==> src/rtl/uart_pkg.sv <==
// uart_pkg: FSM state encoding and oversampling constants shared by the UART receiver files.
package uart_pkg;

    typedef enum logic [1:0] {
        IDLE  = 2'd0,
        START = 2'd1,
        DATA  = 2'd2,
        STOP  = 2'd3
    } state_t;

    localparam int OVERSAMPLE = 16;
    localparam int MID_SAMPLE = 7;

endpackage

==> src/rtl/baud_gen.sv <==
// baud_gen: one-clock tick at OVERSAMPLE times the baud rate, derived by dividing the system clock.
module baud_gen
    import uart_pkg::*;
#(
    parameter int CLK_FREQ  = 50_000_000,
    parameter int BAUD_RATE = 9600
) (
    input  logic i_clk,
    input  logic i_rst,
    output logic o_tick
);

    localparam int DIV   = CLK_FREQ / (BAUD_RATE * OVERSAMPLE);
    localparam int CNT_W = (DIV > 1) ? $clog2(DIV) : 1;

    logic [CNT_W-1:0] r_cnt;
    logic             r_tick;

    always_ff @(posedge i_clk or posedge i_rst) begin
        if (i_rst) begin
            r_cnt  <= '0;
            r_tick <= 1'b0;
        end else if (r_cnt == CNT_W'(DIV - 1)) begin
            r_cnt  <= '0;
            r_tick <= 1'b1;
        end else begin
            r_cnt  <= r_cnt + 1'b1;
            r_tick <= 1'b0;
        end
    end

    assign o_tick = r_tick;

endmodule

==> src/rtl/uart_rx.sv <==
// uart_rx: 16x-oversampled 8N1 UART receiver with a valid/ready byte output and sticky overrun.
// Defining UART_RX_PARITY_EN adds an even-parity bit after bit 7 and the parity_err output.
module uart_rx
    import uart_pkg::*;
#(
    parameter int CLK_FREQ  = 50_000_000,
    parameter int BAUD_RATE = 9600
) (
    input  logic       clk,
    input  logic       reset_n,
    input  logic       rx,
    input  logic       rx_ready,
    output logic [7:0] rx_data,
    output logic       rx_valid,
    output logic       rx_busy,
    output logic       frame_err,
    output logic       overrun
`ifdef UART_RX_PARITY_EN
    ,
    output logic       parity_err
`endif
);

    localparam logic [3:0] LAST_TICK = 4'(OVERSAMPLE - 1);
    localparam logic [3:0] MID_TICK  = 4'(MID_SAMPLE);
`ifdef UART_RX_PARITY_EN
    localparam logic [3:0] LAST_IDX  = 4'd8;
`else
    localparam logic [3:0] LAST_IDX  = 4'd7;
`endif

    logic       w_tick;
    logic       r_rx_meta, r_rx_s;
    state_t     r_state, w_state_nxt;
    logic [3:0] r_tick_cnt, r_bit_idx;
    logic [7:0] r_shift, r_rx_data;
    logic       r_rx_valid, r_frame_err, r_overrun;
    logic       w_cnt_clr, w_sample, w_stop, w_load;

    baud_gen #(
        .CLK_FREQ  (CLK_FREQ),
        .BAUD_RATE (BAUD_RATE)
    ) u_baud_gen (
        .i_clk  (clk),
        .i_rst  (!reset_n),
        .o_tick (w_tick)
    );

    always_ff @(posedge clk or negedge reset_n) begin
        if (!reset_n) begin
            r_rx_meta <= 1'b1;
            r_rx_s    <= 1'b1;
        end else begin
            r_rx_meta <= rx;
            r_rx_s    <= r_rx_meta;
        end
    end

    always_ff @(posedge clk or negedge reset_n) begin
        if (!reset_n) r_state <= IDLE;
        else          r_state <= w_state_nxt;
    end

    always_comb begin
        w_state_nxt = r_state;
        w_cnt_clr   = 1'b0;
        w_sample    = 1'b0;
        w_stop      = 1'b0;
        if (w_tick) begin
            case (r_state)
                IDLE: begin
                    if (!r_rx_s) begin
                        w_state_nxt = START;
                        w_cnt_clr   = 1'b1;
                    end
                end
                START: begin
                    // A start bit that has gone high again by mid-bit is treated as a glitch.
                    if (r_tick_cnt == MID_TICK) begin
                        w_state_nxt = r_rx_s ? IDLE : DATA;
                        w_cnt_clr   = 1'b1;
                    end
                end
                DATA: begin
                    if (r_tick_cnt == LAST_TICK) begin
                        w_sample = 1'b1;
                        if (r_bit_idx == LAST_IDX) begin
                            w_state_nxt = STOP;
                            w_cnt_clr   = 1'b1;
                        end
                    end
                end
                STOP: begin
                    if (r_tick_cnt == LAST_TICK) begin
                        w_stop      = 1'b1;
                        w_state_nxt = IDLE;
                        w_cnt_clr   = 1'b1;
                    end
                end
                default: w_state_nxt = IDLE;
            endcase
        end
    end

    always_ff @(posedge clk or negedge reset_n) begin
        if (!reset_n) begin
            r_tick_cnt <= '0;
            r_bit_idx  <= '0;
            r_shift    <= '0;
        end else begin
            if (w_cnt_clr)                      r_tick_cnt <= '0;
            else if (w_tick && r_state != IDLE) r_tick_cnt <= r_tick_cnt + 1'b1;

            if (w_cnt_clr)     r_bit_idx <= '0;
            else if (w_sample) r_bit_idx <= r_bit_idx + 1'b1;

            if (w_sample && !r_bit_idx[3]) r_shift[r_bit_idx[2:0]] <= r_rx_s;
        end
    end

`ifdef UART_RX_PARITY_EN
    logic r_par, r_parity_err, w_par_ok;

    assign w_par_ok = ~(^{r_shift, r_par});
    assign w_load   = w_stop & r_rx_s & w_par_ok;

    always_ff @(posedge clk or negedge reset_n) begin
        if (!reset_n) begin
            r_par        <= 1'b0;
            r_parity_err <= 1'b0;
        end else begin
            if (w_sample && r_bit_idx == LAST_IDX) r_par <= r_rx_s;
            r_parity_err <= w_stop & r_rx_s & ~w_par_ok;
        end
    end

    assign parity_err = r_parity_err;
`else
    assign w_load = w_stop & r_rx_s;
`endif

    // A completed byte always wins over a same-cycle handshake; overrun only if nobody took the old one.
    always_ff @(posedge clk or negedge reset_n) begin
        if (!reset_n) begin
            r_rx_data   <= '0;
            r_rx_valid  <= 1'b0;
            r_frame_err <= 1'b0;
            r_overrun   <= 1'b0;
        end else begin
            r_frame_err <= w_stop & ~r_rx_s;
            if (w_load) begin
                r_rx_data  <= r_shift;
                r_rx_valid <= 1'b1;
                if (r_rx_valid && !rx_ready) r_overrun <= 1'b1;
            end else if (r_rx_valid && rx_ready) begin
                r_rx_valid <= 1'b0;
            end
        end
    end

    assign rx_data   = r_rx_data;
    assign rx_valid  = r_rx_valid;
    assign rx_busy   = (r_state != IDLE);
    assign frame_err = r_frame_err;
    assign overrun   = r_overrun;

endmodule

==> config.mk <==
export PLATFORM = sky130hd
export DESIGN_NAME = uart_rx
export DESIGN_NICKNAME = d
export VERILOG_FILES = /design/src/rtl/uart_pkg.sv /design/src/rtl/baud_gen.sv /design/src/rtl/uart_rx.sv
export SDC_FILE = /design/constraint.sdc
export NUM_CORES = 1
export LEC_CHECK = 0
export ABC_AREA = 1
export CAP_MARGIN = 20
export CORE_MARGIN = 10
export CORE_UTILIZATION = 30
export CTS_CLUSTER_DIAMETER = 200
export DETAILED_ROUTE_END_ITERATION = 7
export GPL_TIMING_DRIVEN = 0
export PLACE_DENSITY = 0.57
export SYNTH_ARGS = -nofsm -noshare
export SYNTH_HDL_FRONTEND = slang
export SYNTH_HIERARCHICAL = 1
export SYNTH_SLANG_ARGS = --single-unit
==> constraint.sdc <==
create_clock -name clk -period 1.4 [get_ports clk]
set_clock_uncertainty 0.15 [all_clocks]
set_input_delay 0.21 -clock clk [delete_from_list [all_inputs] [get_ports clk]]
set_output_delay 0.21 -clock clk [all_outputs]
set_load 0.02 [all_outputs]
# --- Yosys cells after proc, flatten, opt, wreduce, memory -nomap -nowiden ---
# Index checks and enable logic that the tools add are counted.
word_totals:
  output_inout_bits: 12
  input_bits: 4
  elab_cells: 75
  ff_bits: 41
classes:
  n_addsub: 3
  bitwise: 3
  magnitude_cmp: 2
  muxes: 29
  n_reduce_logical: 14
  n_eq_ne: 12
ops:
  columns: ["op", "n"]
  rows:
  - ["4-bit 2-to-1 mux", 4]
  - ["1-bit 2-to-1 mux", 14]
  - ["2-bit 2-to-1 mux", 6]
  - ["2-bit != test, second input constant", 5]
  - ["9-bit by 1-bit adder with 9-bit output, second input constant", 1]
  - ["9-bit equality test, second input constant", 1]
  - ["9-bit 2-to-1 mux", 1]
  - ["4-bit by 1-bit adder with 4-bit output, second input constant", 2]
  - ["8-bit bitwise mux", 1]
  - ["4-bit by 3-bit equality test with 1-bit output, second input constant", 2]
  - ["2-bit one-hot mux with 4 select lines", 1]
  - ["2-bit nonzero test", 4]
  - ["6-bit AND reduction", 1]
  - ["1-bit logical AND", 5]
  - ["2-bit equality test, second input constant", 2]
  - ["4-bit equality test, second input constant", 1]
  - ["3-bit by 4-bit < comparator with 1-bit output, second input constant", 1]
  - ["1-bit one-hot mux with 4 select lines", 1]
  - ["1-bit demux with 3-bit select", 1]
  - ["3-bit by 1-bit >= comparator with 1-bit output, second input constant", 1]
  - ["1-bit AND", 2]
  - ["2-bit by 1-bit equality test with 1-bit output, second input constant", 1]
  - ["1-bit zero test", 2]
  - ["2-bit zero test", 1]
  - ["2 further kinds", 2]

# --- Logic depth before layout (Yosys ltp) ---
# Gate-level depths: netlist of run 1.
logic_depth:
  word_depth: 6
  mapped_depth: 9
  depth_no_buf: 9

# --- Hierarchy ---
# The synthesis of run 1 kept the hierarchy.
by_module_without_submodules:
  columns: ["mod", "area_per_inst_um2", "cells_per_inst", "n_inst", "seq_area_each_um2"]
  rows:
  - ["uart_rx", 1438.9, 178, 1, 778.2]
  - ["baud_gen", 511.7, 67, 1, 250.2]

# --- Worst setup path before layout of run 1 ---
# No wires, ideal clock.
synth_path:
  path_type: "flip-flop to flip-flop"
  from: "register r_tick_cnt[0]"
  to: "register r_rx_data[0], in the netlist rx_data[0]"
  path_stages_with_launch: 9
  t_arrival_ps: 1232
  slack_ps: -99
  path_buffers: 0
  setup_ps: 117
  period_less_slack_ps: 1499
  cell_sequence: "dfrtp_1 -> ha_1 -> nand3_2 -> nor2_1 -> nand2_1 -> nor2_4 -> inv_4 -> nand2_1 -> nand2_1"
synth_between:
  elab_chain_len: 5
synth_lines:
  columns: ["element", "line", "source"]
  rows:
  - ["from (decl)", "uart_rx.sv:35", "logic [3:0] r_tick_cnt, r_bit_idx;"]
  - ["from (signal assigned)", "uart_rx.sv:112", "else if (w_tick && r_state != IDLE) r_tick_cnt <= r_tick_cnt + 1'b1;"]
  - ["4-bit equality test", "uart_rx.sv:94", "if (r_tick_cnt == LAST_TICK) begin"]
  - ["1-bit 2-to-1 mux", "uart_rx.sv:94", null]
  - ["1-bit 2-to-1 mux", "uart_rx.sv:70", "case (r_state)"]
  - ["1-bit 2-to-1 mux", "uart_rx.sv:69", "if (w_tick) begin"]
  - ["1-bit AND", "uart_rx.sv:139", "assign w_load = w_stop & r_rx_s;"]
  - ["to (signal assigned)", "uart_rx.sv:152", "r_rx_data <= r_shift;"]
  - ["to (decl)", "uart_rx.sv:36", "logic [7:0] r_shift, r_rx_data;"]
# No other way between the ends.
# A chain may end at the register's enable or synchronous reset.

# --- Worst setup path after layout of run 1 ---
layout_path:
  from: "register r_tick_cnt[0]"
  to: "register r_bit_idx[0]"
layout_between:
  elab_chain_len: 5
  elab_cells_between_ends: 11
  classes_between: "eq/ne: 2; mux: 8; reduce/logical: 1"
layout_lines:
  columns: ["element", "line", "source"]
  rows:
  - ["4-bit equality test or 4-bit by 3-bit equality test with 1-bit output (tied branches)", "uart_rx.sv:85, uart_rx.sv:94, uart_rx.sv:79", null]
  - ["1-bit 2-to-1 mux, on equally long branches", "uart_rx.sv:85, uart_rx.sv:94, uart_rx.sv:79", null]
  - ["1-bit one-hot mux with 4 select lines or 1-bit 2-to-1 mux (tied branches)", "uart_rx.sv:70", null]
  - ["1-bit 2-to-1 mux", "uart_rx.sv:69", null]
  - ["4-bit 2-to-1 mux or 2-bit nonzero test (tied branches)", null, null]
  - ["to (signal assigned)", "uart_rx.sv:115", "else if (w_sample) r_bit_idx <= r_bit_idx + 1'b1;"]
  - ["to (decl)", "uart_rx.sv:35", null]
# Parallel ways exist; a longest one is shown, timed or not.

==> impl_metrics.tcl, run 1 <==
set metrics [dict create \
    cts_root_buf "clkbuf_8" \
    firstDrtPassIters 4 \
    switching_share_pct 18.84 \
    pre_cts_ws_ps -265.0 \
    critPathLaunch "r_tick_cnt[0]" \
    rows 29 \
    violations "negative hold slack, negative setup slack" \
    hold_viol 29 \
    clockBufferDepth 2 \
    final_util_pct 39.82 \
    clk_latency_ps 290 \
    p_sw_w 0.0004418 \
    whs_ps -194.3 \
    grtUsageTotal_pct 8.312 \
    pwr_density_cell_nw_per_um2 927.5 \
    yosys-top-cells-count "91 x nand2_1, 39 x dfrtp_1, 30 x inv_1, 27 x nor2_1, 17 x nand3_1" \
    synthCells 245 \
    setup_viol 29 \
    drt_iter0_drc 50 \
    grt_pass1_vias 1614 \
    worst_pin_slew_ps 695.5 \
    nets 284 \
    ys_top_cells_by_area "dfrtp_1 50%, nand2_1 18%, inv_1 5.8%, nor2_1 5.2%, nand3_1 4.4%" \
    synthArstFlopShare_pct 100.0 \
    vias_per_cell 4.322 \
    finalCritPeriodShare_pct 116.1 \
    synth_flop_cell "dfrtp_1" \
    critPathKind "register to register" \
    place_inst 337 \
    cts_tree "yes" \
    maxCapViolCount 0 \
    path_clk_slew_ps 80 \
    grt_antenna_before_repair 0 \
    final_cells 354 \
    wl_per_cell_um 10.33 \
    rr_worst_depth 8 \
    hold_class "primary input to async pin" \
    p_total_w 0.002345 \
    yosysMostFrequentCell "nand2_1" \
    yosysSeqAreaShare_pct 52.73 \
    clock-sinks 41 \
    ys_ff_latch 41 \
    syn_area_per_cell_um2 7.962 \
    start_util_pct 30.72 \
    synth.largest_area_cell "dfrtp_1" \
    cts_made_buffers 5 \
    seq_power_share_pct 50.8 \
    place_congestion 0.8156 \
    cp-start-kind "register" \
    rr_startpoint "r_tick_cnt[0]" \
    rsz0062_at_grt "yes" \
    maxSlewHeadroom_pct 53.63 \
    final_max_slew_viol_count 0 \
    place_hpwl_mm 2.618 \
    synth_edf_count 0 \
    drc 0 \
    synth_warnings 6 \
    routed-via-count 1530 \
    overflow 0 \
    crit_arrival_ps 1670 \
    r2r_slack_ps -230 \
    fp.dieW_um 100.6 \
    port_buffers 15 \
    end_kind "register" \
    h-tree-depth 2 \
    core_region_area_um2 6350 \
    max_freq_ghz 0.6151 \
    syn2layout_area_growth_pct 29.63 \
    comb_power_share_pct 1.5 \
    diodes 0 \
    pwr-share-clk_pct 47.7 \
    dieArea_um2 10130 \
    wl_mm 3.657 \
    yosys.cell_types.count 22 \
    irDropWorstVdd_mv 0.4682 \
    syn_nets 253 \
    finalCriticalPeriod_ps 1626 \
    worst_slack_ps -225.8 \
    syn_area_um2 1951 \
    grt_start_max_net_pins 33 \
    cp_max_fo 4 \
    synth_top_cell_area_share_pct 50.03 \
    power.leakage_nw 1.288 \
    reg2reg_to "r_bit_idx[0]" \
    io-pin-count 16 \
    die_y_um 100.6 \
    ant_nets 0 \
    run_status "complete, but fails checks" \
    internal_power_w 0.001904 \
    grt_pass1_wl_mm 6.962 \
    cp.required_ps 1440 \
    layout-drive-gt1-share_pct 23.47 \
]
==> power groups by stage <==
stage | logic (W) | registers, W | clock network (W)
6_report | 0.0000350 | 0.00119 | 0.00112
5_1_grt | 0.0000426 | 0.00119 | 0.00122
4_1_cts | 0.0000383 | 0.00119 | 0.00117
3_5_place_dp | 0.0000382 | 0.00121 | 0
3_3_place_gp | 0.0000392 | 0.00121 | 0
2_1_floorplan | 0.00000947 | 0.00121 | 0
==> sequential cells by signal (all words and copies together), names as in the netlist, named ones only <==
signal             flops
rx_valid               1
overrun                1
frame_err              1
r_shift                8
u_baud_gen/o_tick      1
r_rx_s                 1
r_rx_meta              1
rx_data                8
r_bit_idx              4
r_state                1
u_baud_gen/r_cnt       9
r_tick_cnt             4
==> through the flow <==
step                instance area (µm²)  setup TNS [ps]
finish                             2529           -4361
detailed placement                 2205           -5391
global placement                   2210          -33540
floorplan                          1963          -774.1
CTS                                2486           -4965
global route                       2529           -7382
==> kinds of logic after synthesis <==
family                     Yosys count  share of synthesized area, %
DFF                                 41                         52.73
and+or+nand+nor                    149                         32.39
buffers and inverters               35                         6.928
AOI/OAI and AO/OA                   11                         3.143
adders and majority gates            4                         2.566
xor gates and xnor gates             5                         2.245
==> final cells by class <==
| type | count | area, µm² |
|---|---|---|
| well taps | 77 | 96.34 |
| inverters | 35 | 135.1 |
| multi-input cells | 169 | 903.4 |
| clock buffers | 5 | 68.82 |
| flip-flops and latches | 41 | 1028 |
| clock inverters | 3 | 65.06 |
| fillers | 655 | 3821 |
| repair buffers | 24 | 231.5 |
==> worst max-delay path, cell delays in order (launching register included) <==
cell	delay, ps
dfrtp_1	410
ha_4	180
nand2_2	70
nor2_4	130
nand3_4	110
buf_4	160
buf_4	120
xor2_1	130
nor2_1	50
==> cells in the final DEF, fill, tap and decap left out, types with 2 or more instances in the layout <==
master	Yosys	routed
nand2_1	91	78
dfrtp_1	39	39
inv_1	30	29
nor2_1	27	22
nand2_2	2	15
nand3_1	17	12
nor2_2	4	7
clkdlybuf4s15_1	0	7
o21ai_1	7	6
buf_4	0	6
nand3_2	2	5
clkbuf_8	0	5
nor2_4	2	4
inv_2	3	4
xor2_1	4	4
dlygate4sd2_1	0	4
nand4_1	3	3
nand3_4	0	2
clkinv_2	1	2
o21ai_0	2	2
bufinv_16	0	2
clkdlybuf4s50_1	0	2
dfstp_2	2	2
buf_12	0	2
ha_2	0	2
==> how the worst max path moves through the flow <==
stage / endpoint / slack, ps
2_1_floorplan: rx_data[0] / -70
3_3_place_gp: u_baud_gen/r_cnt[3] / -830
3_5_place_dp: rx_data[5] / -270
4_1_cts: r_shift[7] / -210
5_1_grt: rx_data[1] / -300
6_report: r_bit_idx[0] / -230
==> layer usage <==
layer  part of all wire [%]  vias up  track usage (%)
li1                       -      805                -
met1                     44      703            8.968
met2                     49       17            14.25
met3                    5.8        5            3.429
met4                    1.5        0            2.935
met5                      0        -                0
==> what timing repair did <==
| action | CTS | global route |
|---|---|---|
| pin swaps | 13 | 9 |
| setup endpoints to repair | 40 | 43 |
| endpoints found under the hold margin | 29 | 29 |
| resized for setup | 33 | 20 |
| gates cloned | 0 | 0 |
| setup buffers | 8 | 1 |
(Power assumes the default switching activity.)
==> inputs of run 2 (changes only) <==
--- a/config.mk
+++ b/config.mk
@@ -8,11 +8,11 @@
 export ABC_AREA = 1
 export CAP_MARGIN = 20
 export CORE_MARGIN = 10
-export CORE_UTILIZATION = 30
+export CORE_UTILIZATION = 25
 export CTS_CLUSTER_DIAMETER = 200
 export DETAILED_ROUTE_END_ITERATION = 7
 export GPL_TIMING_DRIVEN = 0
-export PLACE_DENSITY = 0.57
+export PLACE_DENSITY = 0.51
 export SYNTH_ARGS = -nofsm -noshare
 export SYNTH_HDL_FRONTEND = slang
 export SYNTH_HIERARCHICAL = 1
==> run 2 against run 1 <==
Effect of this change: global-route usage down 1.5 points; first-iteration DRC count fell by 4.0%; flip-flop and latch count did not move; the flow still finishes with violations (negative hold slack, negative setup slack); largest cell class unchanged.
==> impl_metrics.tcl, run 2 (same netlist as run 1, synthesis figures left out) <==
set metrics [dict create \
    layout_common_cells "83 x nand2_1, 37 x dfrtp_1, 28 x inv_1" \
    rows 32 \
    multi_input_area_um2 933.4 \
    vias_per_cell 4.026 \
    worst_slack_ps -182.7 \
    hold_class "primary input to async pin" \
    whs_ps -198.0 \
    io-pin-count 16 \
    power.leakage_nw 1.312 \
    firstDrtPassIters 4 \
    rr_worst_depth 9 \
    start_util_pct 25.51 \
    irDropWorstVdd_mv 0.5234 \
    fp.dieW_um 108.3 \
    maxSlewHeadroom_pct 53.40 \
    run_status "complete, but fails checks" \
    setup_viol 29 \
    finalCritPeriodShare_pct 113.0 \
    critPathKind "register to register" \
    drc 0 \
    crit_path_max_incr_delay_ps 400 \
    regMostFlops "u_baud_gen/r_cnt" \
    port_buffers 15 \
    finalCriticalPeriod_ps 1583 \
    worst_pin_slew_ps 699.1 \
    h-tree-depth 2 \
    cp-start-kind "register" \
    critical-path-slowest-cell "dfrtp_1" \
    dieArea_um2 11740 \
    rsz0062_at_grt "yes" \
    cp.required_ps 1440 \
    place_hpwl_mm 2.597 \
    n_fill_cell 787 \
    largest_reg_flops 9 \
    r2r_slack_ps -180 \
    reg2reg_to "rx_data[4]" \
    place_congestion 0.7544 \
    grtUsageTotal_pct 6.832 \
    final_max_slew_viol_count 0 \
    grt_start_max_net_pins 33 \
    seq_area_um2 1031 \
    max_freq_ghz 0.6318 \
    core_region_area_um2 7647 \
    diodes 0 \
    cts_root_buf "clkbuf_8" \
    violations "negative hold slack, negative setup slack" \
    critPathBufInv 2 \
    clk_latency_ps 290 \
    grt_pass1_wl_mm 6.651 \
    wl_per_cell_um 10.05 \
    cts_made_buffers 5 \
    hold_viol 29 \
    cp_max_fo 5 \
    p_total_w 0.002221 \
    clock-sinks 41 \
    crit_arrival_ps 1620 \
    path_cells "ha_4 > nand3_4 > nor2_4 > nand2_2 > nor2_4 > buf_4 > inv_4 > nand2_1 > nand2_1" \
    rr_startpoint "r_tick_cnt[0]" \
    routed-via-count 1550 \
    crit_family "simple AND/OR/NAND/NOR gates" \
    end_kind "register" \
    grt_pass1_vias 1511 \
    overflow 0 \
    layout-drive-gt1-share_pct 25.80 \
    maxCapViolCount 0 \
    drt_iter0_drc 48 \
    syn2layout_area_growth_pct 34.51 \
    pwr_density_cell_nw_per_um2 846.6 \
    final_common_cell "nand2_1" \
    ant_nets 0 \
    clockBufferDepth 2 \
    die_y_um 108.3 \
    path_clk_slew_ps 90 \
    nets 290 \
    grt_antenna_before_repair 0 \
    wl_mm 3.868 \
    setup_tns_ps -3630 \
    cts_tree "yes" \
]
==> run 2: cell types whose count changed in the layout (fill, tap and decap cells not counted), moves of 3 or more <==
| cell | previous run | this run |
|---|---|---|
| buf_4 | 6 | 11 |
| clkdlybuf4s15_1 | 7 | 2 |
| dlygate4sd2_1 | 4 | 9 |
| nand2_1 | 78 | 83 |
| nand2_2 | 15 | 9 |
| nor2_1 | 22 | 18 |
| nor2_4 | 4 | 7 |
==> run 2: metal layers <==
metal  share of wire (%)  track usage [%]  vias up
met5                   0                0        -
met4                0.80            1.977        0
met3                 6.3            2.617        4
met2                  46            11.42       20
met1                  46            7.973      695
li1                    -                -      831
==> run 2: how the worst max path moves through the flow <==
stage / startpoint / to / slack (ps) / depth (start not counted)
after floorplan: r_tick_cnt[0] / rx_data[0] / -70 / 8
after global placement: reset_n / u_baud_gen/r_cnt[3] / -880 / 3
after detailed placement: r_tick_cnt[0] / rx_data[5] / -250 / 8
after CTS: r_tick_cnt[1] / rx_data[5] / -190 / 9
after global routing: r_tick_cnt[0] / rx_data[5] / -280 / 9
final: r_tick_cnt[0] / rx_data[4] / -180 / 9
==> run 2: area by class of cell <==
class | count | share of cell area [%]
clock buffer | 6 | 3.147
clock inverter | 2 | 1.431
inverter | 35 | 5.484
multi-input combinational | 169 | 35.57
sequential | 41 | 39.29
tap | 102 | 4.864
timing repair buffer | 29 | 9.919
timing repair inverter | 1 | 0.2861
==> run 2: stage by stage <==
| step | instances | cell area, µm² | setup slack, ps | util (%) |
|---|---|---|---|---|
| 2_1_floorplan | 245 | 1963 | -69.96 | - |
| 5_1_grt | 385 | 2624 | -275.2 | 34.31 |
| 4_1_cts | 381 | 2515 | -192.5 | 32.89 |
| 3_3_place_gp | 362 | 2241 | -875.7 | 29.30 |
| 3_5_place_dp | 362 | 2236 | -253.3 | 29.24 |
| 6_report | 385 | 2624 | -182.7 | 34.31 |
==> run 2: report_power, final <==
group	total, W	internal, W	switching [W]	leakage (nW)
Combinational	0.0000358	0.00000721	0.0000286	0.706
Sequential	0.00119	0.00119	0.00000287	0.548
Clock	0.000994	0.000580	0.000414	0.0574
==> run 2: what timing repair did <==
action | in CTS | in global routing
endpoints found under the hold margin | 29 | 29
gates cloned | 1 | 0
gates resized for setup | 34 | 29
buffers inserted | 10 | 4
setup endpoints to repair | 40 | 37
pin swaps | 3 | 12
==> run 2: worst reg2reg max path, stage by stage (launching register included) <==
cell,delay [ps]
dfrtp_1,400
ha_4,190
nand3_4,110
nor2_4,100
nand2_2,70
nor2_4,170
buf_4,150
inv_4,40
nand2_1,50
nand2_1,40
